`src/rtl/calc_display_if.sv`:
```
// Bus between the result register side and the display side of calc_display.
interface calc_display_if;
    logic [15:0] value;
    logic        load;
    logic        hex_mode;
    logic [6:0]  seg;
    logic [3:0]  an;
    logic        dp;
    logic        busy;

    modport master (
        output value, load, hex_mode,
        input  seg, an, dp, busy
    );

    modport slave (
        input  value, load, hex_mode,
        output seg, an, dp, busy
    );
endinterface

```
`src/rtl/calc_display.sv`:
```
// Converts a captured 16-bit result to four digits (sequential double-dabble
// or direct hex) and scans them onto a 4-digit active-low 7-segment display.
module calc_display #(
    parameter int unsigned REFRESH_DIV = 100000
) (
    input logic           CLK100MHZ,
    input logic           rst,
    calc_display_if.slave bus
);
    localparam int unsigned CW   = (REFRESH_DIV > 1) ? $clog2(REFRESH_DIV) : 1;
    localparam logic [CW-1:0] LAST = CW'(REFRESH_DIV - 1);

    localparam logic [6:0] SEG_BLANK = 7'b1111111;
    localparam logic [6:0] SEG_DASH  = 7'b0111111;
    localparam logic [6:0] SEG_ZERO  = 7'b1000000;

    typedef enum logic [1:0] {IDLE, SHIFT, COMMIT} state_t;

    state_t        state_q, state_d;
    logic [15:0]   bin_q, bin_d;
    logic [19:0]   bcd_q, bcd_d;
    logic [19:0]   adj;
    logic          hex_q, hex_d;
    logic [3:0]    cnt_q, cnt_d;
    logic [6:0]    dig_q [4];
    logic [6:0]    dig_d [4];
    logic [CW-1:0] ref_q, ref_d;
    logic [1:0]    scan_q, scan_d;
    logic [6:0]    seg_q, seg_d;
    logic [3:0]    an_q, an_d;

    function automatic logic [6:0] seg7(input logic [3:0] n);
        case (n)
            4'h0: seg7 = 7'b1000000;
            4'h1: seg7 = 7'b1111001;
            4'h2: seg7 = 7'b0100100;
            4'h3: seg7 = 7'b0110000;
            4'h4: seg7 = 7'b0011001;
            4'h5: seg7 = 7'b0010010;
            4'h6: seg7 = 7'b0000010;
            4'h7: seg7 = 7'b1111000;
            4'h8: seg7 = 7'b0000000;
            4'h9: seg7 = 7'b0010000;
            4'hA: seg7 = 7'b0001000;
            4'hB: seg7 = 7'b0000011;
            4'hC: seg7 = 7'b1000110;
            4'hD: seg7 = 7'b0100001;
            4'hE: seg7 = 7'b0000110;
            default: seg7 = 7'b0001110;
        endcase
    endfunction

    // Add-3 correction of every BCD nibble ahead of the shift.
    always_comb begin
        adj = '0;
        for (int unsigned i = 0; i < 5; i++) begin
            adj[4*i +: 4] = (bcd_q[4*i +: 4] >= 4'd5) ? bcd_q[4*i +: 4] + 4'd3
                                                      : bcd_q[4*i +: 4];
        end
    end

    // Conversion FSM: next state, shift datapath and digit register writes.
    always_comb begin
        state_d = state_q;
        bin_d   = bin_q;
        bcd_d   = bcd_q;
        hex_d   = hex_q;
        cnt_d   = cnt_q;
        dig_d   = dig_q;
        case (state_q)
            SHIFT: begin
                {bcd_d, bin_d} = {adj, bin_q} << 1;
                cnt_d = cnt_q + 4'd1;
                if (cnt_q == 4'd15) state_d = COMMIT;
            end
            COMMIT: begin
                state_d = IDLE;
                if (hex_q) begin
                    for (int unsigned k = 0; k < 4; k++) dig_d[k] = seg7(bin_q[4*k +: 4]);
                end else if (bcd_q[19:16] != 4'd0) begin
                    for (int unsigned k = 0; k < 4; k++) dig_d[k] = SEG_DASH;
                end else begin
                    // A digit is blank only when it and every digit above it are zero.
                    dig_d[0] = seg7(bcd_q[3:0]);
                    dig_d[1] = (bcd_q[15:4]  == '0) ? SEG_BLANK : seg7(bcd_q[7:4]);
                    dig_d[2] = (bcd_q[15:8]  == '0) ? SEG_BLANK : seg7(bcd_q[11:8]);
                    dig_d[3] = (bcd_q[15:12] == '0) ? SEG_BLANK : seg7(bcd_q[15:12]);
                end
            end
            default: ;
        endcase
        // A load overrides any state transition but leaves a COMMIT write intact.
        if (bus.load) begin
            bin_d   = bus.value;
            hex_d   = bus.hex_mode;
            bcd_d   = '0;
            cnt_d   = '0;
            state_d = bus.hex_mode ? COMMIT : SHIFT;
        end
    end

    // Free-running digit scan; decoded from next-cycle values so an and seg move together.
    always_comb begin
        ref_d  = (ref_q == LAST) ? '0 : ref_q + 1'b1;
        scan_d = (ref_q == LAST) ? scan_q + 2'd1 : scan_q;
        an_d   = ~(4'b0001 << scan_d);
        seg_d  = dig_d[scan_d];
    end

    // State and datapath registers.
    always_ff @(posedge CLK100MHZ or posedge rst) begin
        if (rst) begin
            state_q  <= IDLE;
            bin_q    <= '0;
            bcd_q    <= '0;
            hex_q    <= 1'b0;
            cnt_q    <= '0;
            dig_q[0] <= SEG_ZERO;
            dig_q[1] <= SEG_BLANK;
            dig_q[2] <= SEG_BLANK;
            dig_q[3] <= SEG_BLANK;
            ref_q    <= '0;
            scan_q   <= '0;
            seg_q    <= SEG_ZERO;
            an_q     <= 4'b1110;
        end else begin
            state_q <= state_d;
            bin_q   <= bin_d;
            bcd_q   <= bcd_d;
            hex_q   <= hex_d;
            cnt_q   <= cnt_d;
            dig_q   <= dig_d;
            ref_q   <= ref_d;
            scan_q  <= scan_d;
            seg_q   <= seg_d;
            an_q    <= an_d;
        end
    end

    assign bus.seg  = seg_q;
    assign bus.an   = an_q;
    assign bus.dp   = 1'b1;
    assign bus.busy = (state_q != IDLE);
endmodule

```
`src/flat_wrapper.sv`:
```
// flat-port wrapper written by rule: the top's interface ports become plain ports
module calc_display_flat 
#(
    parameter int unsigned REFRESH_DIV = 100000
)
  (CLK100MHZ, rst, bus_value, bus_load, bus_hex_mode, bus_seg, bus_an, bus_dp, bus_busy);
  calc_display_if bus_i ();
  input logic CLK100MHZ;
  input logic rst;
  input wire logic [$bits(bus_i.value)-1:0] bus_value;
  input wire logic [$bits(bus_i.load)-1:0] bus_load;
  input wire logic [$bits(bus_i.hex_mode)-1:0] bus_hex_mode;
  output wire logic [$bits(bus_i.seg)-1:0] bus_seg;
  output wire logic [$bits(bus_i.an)-1:0] bus_an;
  output wire logic [$bits(bus_i.dp)-1:0] bus_dp;
  output wire logic [$bits(bus_i.busy)-1:0] bus_busy;
  assign bus_i.value = bus_value;
  assign bus_i.load = bus_load;
  assign bus_i.hex_mode = bus_hex_mode;
  assign bus_seg = bus_i.seg;
  assign bus_an = bus_i.an;
  assign bus_dp = bus_i.dp;
  assign bus_busy = bus_i.busy;
  calc_display #(.REFRESH_DIV(REFRESH_DIV)) u_core (.CLK100MHZ(CLK100MHZ), .rst(rst), .bus(bus_i));
endmodule
```
`config.mk`:
```
export PLATFORM = sky130hd
export DESIGN_NAME = calc_display_flat
export DESIGN_NICKNAME = d
export VERILOG_FILES = /design/src/rtl/calc_display_if.sv /design/src/rtl/calc_display.sv /design/src/flat_wrapper.sv
export SDC_FILE = /design/constraint.sdc
export NUM_CORES = 1
export LEC_CHECK = 0
export BUFFER_PORTS_ARGS = -buffer_cell sky130_fd_sc_hd__buf_4
export CORE_MARGIN = 2
export CORE_UTILIZATION = 40
export DETAILED_ROUTE_END_ITERATION = 10
export SYNTH_ARGS = -nofsm -noshare
export SYNTH_HDL_FRONTEND = slang
export SYNTH_SLANG_ARGS = --single-unit
```
`constraint.sdc`:
```
create_clock -name CLK100MHZ -period 2.5 [get_ports CLK100MHZ]
set_input_delay 0.125 -clock CLK100MHZ [delete_from_list [all_inputs] [get_ports CLK100MHZ]]
set_output_delay 0.125 -clock CLK100MHZ [all_outputs]
set_load 0.02 [all_outputs]
```
==> out/metrics.cfg <==
[global_routing]
grt_pass1_vias = 5732
grt_max_degree = 63
met1_usage_pct = 27.47
grt_util_all_layers_pct = 20.14
top_usage_layer = met2
antenna_found_initial = 0
gr-total-overflow = 0
grt_pass1_wl_mm = 29.57
grt_util_met2_pct = 32.95
gr-usage-met3_pct = 3.679

[setup_path]
worst_r2r_endpoint = u_core.bus.seg[2]$_DFF_PP0_
worstPathArrival_ns = 2.60
cp_max_fo = 6
ff2ff_setup_slack_ns = 0.11
r2r_cells = 8
r2r-start = u_core.bcd_q[17]$_DFFE_PP0P_
cp.required_ns = 2.71
critical_path_class = register to register
crit_path_end_kind = register
worstSetupStartpointType = register

[place]
hpwl_mm = 13.04
pre_cts_ws_ns = -0.03758
place.gp.congestion = 0.9282
place_inst = 1074
placed_area_mm2 = 0.007960
numPortBuffers = 31

[power_and_ir_drop]
p_leak_nw = 3.741
p_total_mw = 4.504
irDropWorstVdd_v = 0.0004313
power_density_mw_per_mm2 = 531.1

[clock_network]
clk_latency_ns = 0.36
cts.sink_count = 101
numCtsBuffers = 9
clk_pin_slew_ns = 0.07
cts_buffer_depth = 2
h-tree-depth = 3
clock-root-buffer = clkbuf_16
cts_tree = built

[cells_and_area]
layout.cells.non_filler = 1109
n_fill_cell = 1657
design_area_mm2 = 0.008479
seqCellArea_mm2 = 0.002560
multi_input_area_mm2 = 0.004262
area_delta_synth_final_pct = 19.42
drive_above_1_share_pct = 20.36
num_antenna_cells = 0
fin_nets = 956
fin_util_pct = 49.02

[synthesis]
synth_cell_types = 67
async_reset_ff_share_pct = 100.0
synthCells = 801
ys_warn_count = 0
yosys.area.top_type = dfrtp_1
synth_area_per_cell_um2 = 8.865
ys_ff_latch = 101
synth_edf_count = 0
synth_top_area_share_pct = 26.43
synth_ff_type = dfrtp_1
synth_area_leaders = dfrtp_1 (26%), ha_1 (10%), dfstp_2 (9.6%), nand2_1 (5.3%), mux2i_1 (4.8%)
syn_nets = 878
seq_area_frac_synth_pct = 36.05
synth_area_mm2 = 0.007101

[timing]
finalSetupTns_ns = 0
setup_slack_ns = 0.1102
max_slew.worst_pin.slew_ns = 0.7430
fin_skew_ns = 0.01109
setup_viol = 0
fin_hold_ws_ns = 0.2698
slew_violations = 0
min_period_ns = 2.390
rsz0062_at_grt = true
fin_crit_sh_pct = 95.59
slew_headroom_pct = 50.36
fmax_ghz = 0.4185
hold_viol_final = 0

[die]
initial_utilization_pct = 41.05
core_mm2 = 0.01730
die_height_um = 137.2
row_count = 48
io-pin-count = 33
die-area_mm2 = 0.01883
die_x_um = 137.2

[hold_path]
holdPathStages = 2
hold_start = bus_load
min-delay-path-class = primary input to register
min_delay_worst_endpoint = u_core.cnt_q[2]$_DFFE_PP0P_

[flow_run]
maxCapViolCount = 0

[detailed_routing]
first_pass_iters = 5
wl_mm = 17.94
vias = 5943
drc = 0
drt_iter0_drc = 379
ant_nets = 0
wl_per_cell_um = 16.17
vias_per_cell = 5.359

[outcome]
outcome = finished clean

==> cells in the mapped netlist (all sizes together), types with 3 or more instances <==
master	count
nand2	100
a21o	8
inv	36
mux2	8
dfstp	26
mux2i	34
nor3	17
dfrtp	75
and2	8
nor2	57
a221oi	5
nand4	4
clkbuf	44
a22oi	9
o211ai	9
o31ai	8
o221ai	4
xor2	12
o311ai	9
xnor2	14
o21ai	51
a221o	3
nor2b	25
o21a	3
buf	8
nand3b	4
nand3	22
mux4	7
nand2b	17
or3	3
a21oi	50
o22ai	4
nor3b	7
a21boi	3
or4b	3
and3	4
a31oi	9
a211oi	8
ha	57
==> state kept, by name, summed over array words and instances (netlist names), 4 cells and up <==
register        cells
u_core.dig_q       28
u_core.ref_q       17
u_core.bcd_q       20
u_core.cnt_q        4
u_core.bin_q       16
u_core.bus.an       4
u_core.bus.seg      7
==> layout make-up <==
type | count | share of cell area [%]
inverters | 36 | 1.638
well taps | 225 | 3.320
repair buffers | 119 | 11.41
multi-input cells | 612 | 50.26
clock inverters | 4 | 0.2804
clock buffers | 12 | 2.907
flip-flops and latches | 101 | 30.19
==> repair_timing <==
item | 4_1_cts | 5_1_grt
hold endpoints to repair | 39 | 0
hold buffers | 18 | 0
pin swaps | 0 | 4
endpoints found under the setup margin | 3 | 6
gates resized for setup | 3 | 15
buffers inserted | 0 | 1
==> kinds of logic after synthesis <==
| logic type | Yosys count | synth area share [%] |
|---|---|---|
| AO/OA/AOI/OAI | 195 | 17.64 |
| other | 1 | 0.05281 |
| adder cells (fa/ha/maj) | 57 | 10.04 |
| AND/OR/NAND/NOR | 284 | 19.91 |
| flip-flops | 101 | 36.05 |
| multiplexers | 49 | 8.282 |
| buffers and inverters | 88 | 4.811 |
| XOR/XNOR | 26 | 3.207 |
==> critical path, stage by stage (launching register included) <==
cell and delay, ns:
dfrtp_1 0.38, inv_1 0.08, ha_1 0.18, or4b_4 0.54
a221o_1 0.33, a31oi_4 0.21, nor2_1 0.06, nor4_1 0.32
o21ai_1 0.15
==> layout by cell type (no fill, tap or decap), drive strengths merged, types with 9 or more instances in the layout <==
cell type,instances
buf,101
nand2,100
dfrtp,75
nor2,57
ha,57
o21ai,51
a21oi,50
inv,35
mux2i,34
dfstp,26
nor2b,25
nand3,22
dlygate4sd3,18
nand2b,17
nor3,17
xnor2,14
xor2,12
clkbuf,12
a22oi,9
o211ai,9
a31oi,9
o311ai,9
==> how the worst max path moves through the flow <==
stage | from | end | slack (ns) | cells past startpoint
finish | u_core.bcd_q[17]$_DFFE_PP0P_ | u_core.bus.seg[2]$_DFF_PP0_ | 0.11 | 8
global route | u_core.bcd_q[12]$_DFFE_PP0P_ | u_core.bus.seg[1]$_DFF_PP0_ | -0.02 | 10
CTS | u_core.bcd_q[12]$_DFFE_PP0P_ | u_core.bus.seg[5]$_DFF_PP0_ | 0.05 | 9
detailed placement | u_core.bcd_q[17]$_DFFE_PP0P_ | u_core.bus.seg[2]$_DFF_PP0_ | -0.04 | 8
global placement | u_core.bcd_q[17]$_DFFE_PP0P_ | u_core.bus.seg[2]$_DFF_PP0_ | 0.02 | 8
floorplan | u_core.bcd_q[16]$_DFFE_PP0P_ | u_core.bus.seg[1]$_DFF_PP0_ | 0.09 | 9
==> power breakdown <==
| part | internal [mW] | leakage [nW] | switching [mW] |
|---|---|---|---|
| clock | 0.701 | 0.136 | 0.627 |
| sequential | 1.90 | 1.26 | 0.128 |
| combinational | 0.514 | 2.35 | 0.638 |
| total | 3.11 | 3.74 | 1.39 |
==> per-layer routing <==
metal  vias up  part of all wire [%]
met2       109                    47
met5         -                     0
met4         0                   1.2
met3        13                   3.3
met1      2849                    49
li1       2972                     -
No activity file was read; power rests on OpenSTA's default activity.
